==> config.mk <==
export PLATFORM = sky130hd
export DESIGN_NAME = uart_tx_cfg
export DESIGN_NICKNAME = d
export VERILOG_FILES = /design/src/rtl/uart_tx_cfg.sv
export SDC_FILE = /design/constraint.sdc
export NUM_CORES = 1
export LEC_CHECK = 0
export BUFFER_PORTS_ARGS = -buffer_cell sky130_fd_sc_hd__buf_2
export CORE_MARGIN = 1.5
export CORE_UTILIZATION = 35
export CTS_BUF_LIST = sky130_fd_sc_hd__clkbuf_8
export CTS_CLUSTER_DIAMETER = 50
export CTS_CLUSTER_SIZE = 16
export DETAILED_ROUTE_END_ITERATION = 10
export PLACE_DENSITY = 0.51
export SYNTH_ARGS = -nofsm -noshare
export SYNTH_HDL_FRONTEND = slang
export SYNTH_SLANG_ARGS = --single-unit
==> constraint.sdc <==
create_clock -name clk -period 7.7 [get_ports clk]
set_input_delay 0.77 -clock clk [delete_from_list [all_inputs] [get_ports clk]]
set_output_delay 0.77 -clock clk [all_outputs]
set_load 0.1 [all_outputs]
==> src/rtl/uart_tx_cfg.sv <==
// Configurable UART transmitter: 5..9 data bits, runtime divisor, parity, 1/2 stop bits.
// Define UART_TX_FIFO_EN for a 2**FIFO_AW-word input FIFO; otherwise a single holding register.
module uart_tx_cfg #(
  parameter int DATA_BITS = 8,
  parameter int DIV_W     = 16,
  parameter int FIFO_AW   = 3
) (
  input  logic                 clk,
  input  logic                 rst_n,
  input  logic [DIV_W-1:0]     cfg_div,
  input  logic [1:0]           cfg_parity,
  input  logic                 cfg_stop2,
  input  logic                 s_valid,
  output logic                 s_ready,
  input  logic [DATA_BITS-1:0] s_data,
  output logic                 tx_out,
  output logic                 tx_busy,
  output logic [FIFO_AW:0]     tx_level
);

  localparam int BW = (DATA_BITS > 1) ? $clog2(DATA_BITS) : 1;

  typedef enum logic [2:0] {ST_IDLE, ST_START, ST_DATA, ST_PARITY, ST_STOP} state_t;

  logic                 w_push;
  logic                 w_pop;
  logic                 w_empty;
  logic                 w_full;
  logic [DATA_BITS-1:0] w_head;
  logic [FIFO_AW:0]     w_level;

  assign w_push = s_valid & s_ready;

`ifdef UART_TX_FIFO_EN
  localparam int DEPTH = 1 << FIFO_AW;

  logic [DATA_BITS-1:0] r_mem [0:DEPTH-1];
  logic [FIFO_AW:0]     r_wptr;
  logic [FIFO_AW:0]     r_rptr;

  assign w_empty = (r_wptr == r_rptr);
  assign w_full  = (r_wptr[FIFO_AW] != r_rptr[FIFO_AW]) &&
                   (r_wptr[FIFO_AW-1:0] == r_rptr[FIFO_AW-1:0]);
  assign w_head  = r_mem[r_rptr[FIFO_AW-1:0]];
  assign w_level = r_wptr - r_rptr;

  // FIFO pointers; the extra MSB separates full from empty
  always_ff @(posedge clk) begin
    if (!rst_n) begin
      r_wptr <= '0;
      r_rptr <= '0;
    end else begin
      if (w_push) r_wptr <= r_wptr + {{FIFO_AW{1'b0}}, 1'b1};
      if (w_pop)  r_rptr <= r_rptr + {{FIFO_AW{1'b0}}, 1'b1};
    end
  end

  // FIFO storage
  always_ff @(posedge clk) begin
    if (w_push) r_mem[r_wptr[FIFO_AW-1:0]] <= s_data;
  end
`else
  logic [DATA_BITS-1:0] r_hold;
  logic                 r_hold_v;

  assign w_empty = !r_hold_v;
  assign w_full  = r_hold_v;
  assign w_head  = r_hold;
  assign w_level = {{FIFO_AW{1'b0}}, r_hold_v};

  // single-word holding register; push and pop are mutually exclusive here
  always_ff @(posedge clk) begin
    if (!rst_n) begin
      r_hold   <= '0;
      r_hold_v <= 1'b0;
    end else if (w_push) begin
      r_hold   <= s_data;
      r_hold_v <= 1'b1;
    end else if (w_pop) begin
      r_hold_v <= 1'b0;
    end
  end
`endif

  state_t               r_state, w_state_nx;
  logic [DIV_W-1:0]     r_cnt, w_cnt_nx;
  logic [DIV_W-1:0]     r_div;
  logic [BW-1:0]        r_bit, w_bit_nx;
  logic [DATA_BITS-1:0] r_shift, w_shift_nx;
  logic                 r_stop_hi, w_stop_hi_nx;
  logic                 r_par_en, r_par_bit, r_stop2;
  logic                 r_tx, w_tx_nx;
  logic                 w_load;
  logic                 w_tick;
  logic [DIV_W-1:0]     w_div_eff;

  assign w_div_eff = (cfg_div < DIV_W'(2)) ? DIV_W'(2) : cfg_div;
  assign w_tick    = (r_cnt == (r_div - DIV_W'(1)));

  // next-state, bit-cell counter and frame-start (pop) decode
  always_comb begin
    w_state_nx   = r_state;
    w_cnt_nx     = r_cnt + DIV_W'(1);
    w_bit_nx     = r_bit;
    w_shift_nx   = r_shift;
    w_stop_hi_nx = r_stop_hi;
    w_pop        = 1'b0;
    w_load       = 1'b0;
    case (r_state)
      ST_IDLE: begin
        w_cnt_nx = '0;
        if (!w_empty) begin
          w_load     = 1'b1;
          w_pop      = 1'b1;
          w_shift_nx = w_head;
          w_state_nx = ST_START;
        end else begin
          w_state_nx = ST_IDLE;
        end
      end
      ST_START: begin
        if (w_tick) begin
          w_cnt_nx   = '0;
          w_bit_nx   = '0;
          w_state_nx = ST_DATA;
        end else begin
          w_state_nx = ST_START;
        end
      end
      ST_DATA: begin
        if (w_tick) begin
          w_cnt_nx   = '0;
          w_shift_nx = r_shift >> 1;
          if (r_bit == BW'(DATA_BITS - 1)) begin
            w_stop_hi_nx = 1'b0;
            w_state_nx   = r_par_en ? ST_PARITY : ST_STOP;
          end else begin
            w_bit_nx = r_bit + BW'(1);
          end
        end else begin
          w_state_nx = ST_DATA;
        end
      end
      ST_PARITY: begin
        if (w_tick) begin
          w_cnt_nx     = '0;
          w_stop_hi_nx = 1'b0;
          w_state_nx   = ST_STOP;
        end else begin
          w_state_nx = ST_PARITY;
        end
      end
      ST_STOP: begin
        if (w_tick) begin
          w_cnt_nx = '0;
          if (r_stop2 && !r_stop_hi) begin
            w_stop_hi_nx = 1'b1;
          end else if (!w_empty) begin
            w_load     = 1'b1;
            w_pop      = 1'b1;
            w_shift_nx = w_head;
            w_state_nx = ST_START;
          end else begin
            w_state_nx = ST_IDLE;
          end
        end else begin
          w_state_nx = ST_STOP;
        end
      end
      default: begin
        w_cnt_nx   = '0;
        w_state_nx = ST_IDLE;
      end
    endcase
  end

  // line level for the upcoming cycle, so tx_out can be a flop
  always_comb begin
    w_tx_nx = 1'b1;
    case (w_state_nx)
      ST_IDLE:   w_tx_nx = 1'b1;
      ST_START:  w_tx_nx = 1'b0;
      ST_DATA:   w_tx_nx = w_shift_nx[0];
      ST_PARITY: w_tx_nx = r_par_bit;
      ST_STOP:   w_tx_nx = 1'b1;
      default:   w_tx_nx = 1'b1;
    endcase
  end

  // FSM state, counters and per-frame configuration latched at frame start
  always_ff @(posedge clk) begin
    if (!rst_n) begin
      r_state   <= ST_IDLE;
      r_cnt     <= '0;
      r_div     <= DIV_W'(2);
      r_bit     <= '0;
      r_shift   <= '0;
      r_stop_hi <= 1'b0;
      r_par_en  <= 1'b0;
      r_par_bit <= 1'b0;
      r_stop2   <= 1'b0;
      r_tx      <= 1'b1;
    end else begin
      r_state   <= w_state_nx;
      r_cnt     <= w_cnt_nx;
      r_bit     <= w_bit_nx;
      r_shift   <= w_shift_nx;
      r_stop_hi <= w_stop_hi_nx;
      r_tx      <= w_tx_nx;
      if (w_load) begin
        r_div     <= w_div_eff;
        r_par_en  <= (cfg_parity == 2'b01) || (cfg_parity == 2'b10);
        r_par_bit <= (cfg_parity == 2'b10) ? ~^w_head : ^w_head;
        r_stop2   <= cfg_stop2;
      end
    end
  end

  assign tx_out   = r_tx;
  assign s_ready  = !w_full;
  assign tx_level = w_level;
  assign tx_busy  = (r_state != ST_IDLE) || (w_level != '0);

endmodule
== After elaboration in Yosys (flattened, before gate mapping) ==
Cells that the tools add are included.

* Register bits: 60
* Input port bits: 30
* Output and inout port bits: 7

* Add/sub/neg operators: 3
* Order comparisons: 1
* Equal/unequal tests: 19
* Mux-type cells: 33
* Bitwise gates (word level): 3
* Reductions and logical operators: 18

{| class="wikitable"
|+ Operators with widths
! cell !! count
|-
| $mux 8 || 4
|-
| $mux 3 || 9
|-
| $pmux 8 s3 || 1
|-
| $add 16x1->16 const B || 1
|-
| $eq 16x16->1 || 1
|-
| $lt 16x2->1 const B || 1
|-
| $mux 16 || 1
|-
| $ne 2x2->1 const B || 8
|-
| $sub 16x1->16 const B || 1
|-
| $pmux 3 s5 || 1
|-
| $eq 3x2->1 const B || 4
|-
| $mux 1 || 12
|-
| $reduce_bool 3->1 || 3
|-
| $reduce_and 4->1 || 2
|-
| $reduce_xnor 8->1 || 1
|-
| $reduce_xor 8->1 || 1
|-
| $eq 3x1->1 const B || 2
|-
| $eq 3x3->1 const B || 2
|-
| $pmux 1 s3 || 2
|-
| $pmux 3 s2 || 1
|-
| $reduce_and 6->1 || 1
|-
| $reduce_bool 2->1 || 2
|-
| $reduce_or 4->1 || 1
|-
| $add 3x1->3 const B || 1
|-
| other kinds (11) || 14
|}

== Depth between registers and ports, before layout ==
* Depth after elaboration: 7
* Depth in mapped cells: 15
* Gate-level depth less buffers: 11

== Worst setup path before layout ==
No wires, ideal clock.

* Path kind: register to register
* Start point: register r_div[0]
* End point: register r_tx (netlist: tx_out)
* Arrival: 2.815 ns
* Required time: 7.565 ns
* Setup slack: 4.751 ns
* Cell stages (with the launch flop): 15
* Path buffers: 3
* Cells stage by stage: dfxtp_1 -> buf_6 -> inv_1 -> ha_1 -> buf_2 -> or3b_2 -> a32oi_1 -> a2bb2oi_1 -> and3_1 -> nor4_1 -> a32oi_2 -> buf_2 -> nand2_1 -> nor4_1 -> o211ai_1

* Word-level cells in the longest chain between the ends: 6
* Elaborated cells on any way between the ends: 14

{| class="wikitable"
|+ RTL lines
! element !! line !! text
|-
| from (decl) || 87 || <nowiki>logic [DIV_W-1:0] r_div;</nowiki>
|-
| from (signal assigned) || 211 || <nowiki>r_div <= w_div_eff;</nowiki>
|-
| $sub 16x1->16 (*) || 98 || <nowiki>assign w_tick = (r_cnt == (r_div - DIV_W'(1)));</nowiki>
|-
| $eq 16x16->1 (*) || 98 ||
|-
| $mux 3, or another cell as far along || 154 || <nowiki>if (w_tick) begin</nowiki>
|-
| $pmux 3 s5 || 109 || <nowiki>case (r_state)</nowiki>
|-
| $eq 3x2->1 or $eq 3x1->1 (tied branches) || 180 || <nowiki>case (w_state_nx)</nowiki>
|-
| $pmux 1 s3 (*) || 180 ||
|-
| to (signal assigned) || 209 || <nowiki>r_tx <= w_tx_nx;</nowiki>
|-
| to (decl) || 92 || <nowiki>logic r_tx, w_tx_nx;</nowiki>
|}

Mark *: on every way between the ends. The rest lies on a longest branch, timed or not. The select of a mux whose other input is x is not followed.
A chain may end at the register's enable or synchronous reset.

== Worst setup path after layout ==
Same ends and word-level chain as after synthesis.

==> out/metrics.csv <==
stage;metric;value;unit
synth;syn_area;3590;um2
power_and_ir_drop;power_density;193;nW/um2
timing;finalHoldViolations;0;
final_layout;final_layout_size_suffix_gt1_frac;0.132;
synth;synth_top_flop_cell;dfxtp_1;
global_routing;antenna_found_initial;0;
timing;finalMaxSlewViolations;0;
timing;maxSlewHeadroom;0.489;
clocking;tritoncts;yes;
die;fp.dieArea;10900;um2
clocking;clkTransAtPathRegs;0.07;ns
hold_path;min_path_type;reg -> reg;
final_layout;syn2layout_area_growth;10.9;%
placed_design;placedInstanceArea;3800;um2
timing;fin_tns_setup;0;ns
global_routing;grt_pass1_wl;14.6;mm
drt;finalWirelength;8.40;mm
worst_setup_path;cp-start-kind;flop;
clocking;cts.sinks;60;
drt;first_iter_violations;114;
placed_design;io_buffers;33;
synth;synth_top_area_share;0.335;
global_routing;grt_pass1_vias;2962;
die;start_util;0.364;
clocking;root_buffer;clkbuf_8;
timing;layout_min_cycle_time;3.72;ns
final_layout;antenna_cells;0;
placed_design;dp_slack;4.03;ns
placed_design;routabilityCongestion;0.781;
power_and_ir_drop;p_leak;1.55;nW
worst_setup_path;worstPathRequired;7.90;ns
synth;synth_top_area_cell;dfxtp_1;
clocking;cts_resized;0;
status;status;finished, final reports clean;
synth;yosysMostFrequentCell;dfxtp_1;
worst_setup_path;worstPathArrival;3.92;ns
timing;setup_viol;0;
job;cap_violations;0;
power_and_ir_drop;ir_drop;0.0810;mV
synth;ys_warn_count;0;
final_layout;fin_area;3980;um2
synth;async_reset_ff_frac;0;
drt;drc;0;
timing;finalCritPeriodShare;0.483;
drt;vias;3023;
synth;synth-seq-area-share;0.335;
die;die_x;104;um
synth;synthCells;434;
timing;clock_skew;0.0100;ns
timing;worst_pin_slew;0.760;ns
clocking;worst_skew_pair.late_latency;0.35;ns
die;die_y;104;um
timing;fin_worst_hold_slack;0.475;ns
final_layout;fillCellCount;1018;
clocking;cts_buffer_depth;2;
final_layout;fin_nets;487;
drt;vias_per_cell;5.13;
synth;synth-edff-count;0;
placed_design;hpwl;6.32;mm
clocking;cts_setup_buffers;0;
timing;setup_slack;3.98;ns
final_layout;final_core_util;0.403;
worst_setup_path;end_kind;flop;
synth;netlist_top_cells_count;60 x dfxtp_1, 44 x nor2_1, 43 x nand2_1;
die;rows;36;
clocking;cts_inserted_buffers;9;
clocking;ctsHoldBuffers;0;
die;ios;37;
worst_setup_path;crit_path_max_fanout;16;
global_routing;grt_max_degree;45;
global_routing;grt_usage;0.167;
timing;fmax;269;MHz
drt;ant_nets;0;
global_routing;grt_overflow_total;0;
final_layout;multiInputGateArea;2190;um2
die;core-area;9860;um2
timing;rsz0062_at_grt;no;
clocking;htreeDepth;3;
synth;synth_area_leaders;dfxtp_1 33%, mux2i_1 6.1%, xnor2_1 5.4%;
synth;synth.distinct_cells;61;
drt;wl_per_cell;14.3;um
worst_setup_path;rrSetupSlack;3.98;ns
drt;drt_pass1_iterations;4;
synth;synth.avg_cell_area;8.27;um2
final_layout;seqCellArea;1200;um2
synth;ys_seq_elements;60;
worst_setup_path;crit_type;reg -> reg;
cells in the final DEF, fill, tap and decap left out, drive strengths merged, types with 12 or more instances in the layout:
master	count
dfxtp	60
mux2i	22
xnor2	22
inv	16
nor2b	28
nor2	44
xor2	20
nand2	43
buf	36
nand3	16
o21ai	12
a21boi	12
worst paths after layout:
check,cells after the start,start,endpoint
worst max-delay path,11,r_div[0]$_SDFFE_PN0P_,tx_out$_SDFF_PN1_
worst min-delay path,2,r_bit[1]$_SDFFE_PN0P_,r_bit[1]$_SDFFE_PN0P_
worst max register to register,11,r_div[0]$_SDFFE_PN0P_,tx_out$_SDFF_PN1_
worst min register to register,2,r_bit[1]$_SDFFE_PN0P_,r_bit[1]$_SDFFE_PN0P_
critical path, stage by stage (launching register included):
cell	delay [ns]
dfxtp_1	0.37
inv_1	0.08
ha_1	0.33
nor3b_2	0.55
and3_1	0.28
a211oi_1	0.08
o31a_1	0.35
and4bb_1	0.70
nor2_1	0.10
a311o_1	0.35
nor4_1	0.24
o211ai_1	0.13
metal layers:
layer  share of wire  up-vias  track usage
met3           0.035       12       0.0395
li1                -     1548            -
met5               0        -            0
met2            0.49       45        0.287
met4           0.016        0       0.0585
met1            0.46     1418        0.202
kinds of logic after synthesis:
group	count (synthesis)	share of synthesized area
AO/OA/AOI/OAI	72	0.152
XOR/XNOR	42	0.102
adder cells (fa/ha/maj)	5	0.0174
buffers and inverters	44	0.0568
flip-flops	60	0.335
multiplexers	22	0.0613
other	1	0.00104
AND/OR/NAND/NOR	188	0.274
layout make-up:
| type | instances | area share |
|---|---|---|
| clock buffer | 10 | 0.0346 |
| timing repair buffer | 36 | 0.0472 |
| multi-input combinational | 332 | 0.551 |
| inverter | 13 | 0.0123 |
| clock inverter | 5 | 0.0116 |
| tap | 133 | 0.0418 |
| sequential | 60 | 0.302 |
state kept, by name (all words and copies together) (netlist names):
signal,cells
r_stop2,1
r_hold_v,1
r_hold,8
r_state,3
r_cnt,16
r_div,16
r_stop_hi,1
r_bit,3
r_par_bit,1
r_shift,8
tx_out,1
r_par_en,1
through the flow:
step                      power [mW]  instances
final                          0.770        589
after global routing           0.810        589
after CTS                      0.782        589
after detailed placement       0.505        574
after global placement         0.505        574
after floorplan                0.473        436
power by group:
part           leakage [nW]  internal, mW  switching (mW)
combinational         0.961        0.0609          0.0938
clock                 0.106         0.152           0.120
sequential            0.488         0.324          0.0194
total                  1.55         0.537           0.233
Power figures use the tool's default switching activity.
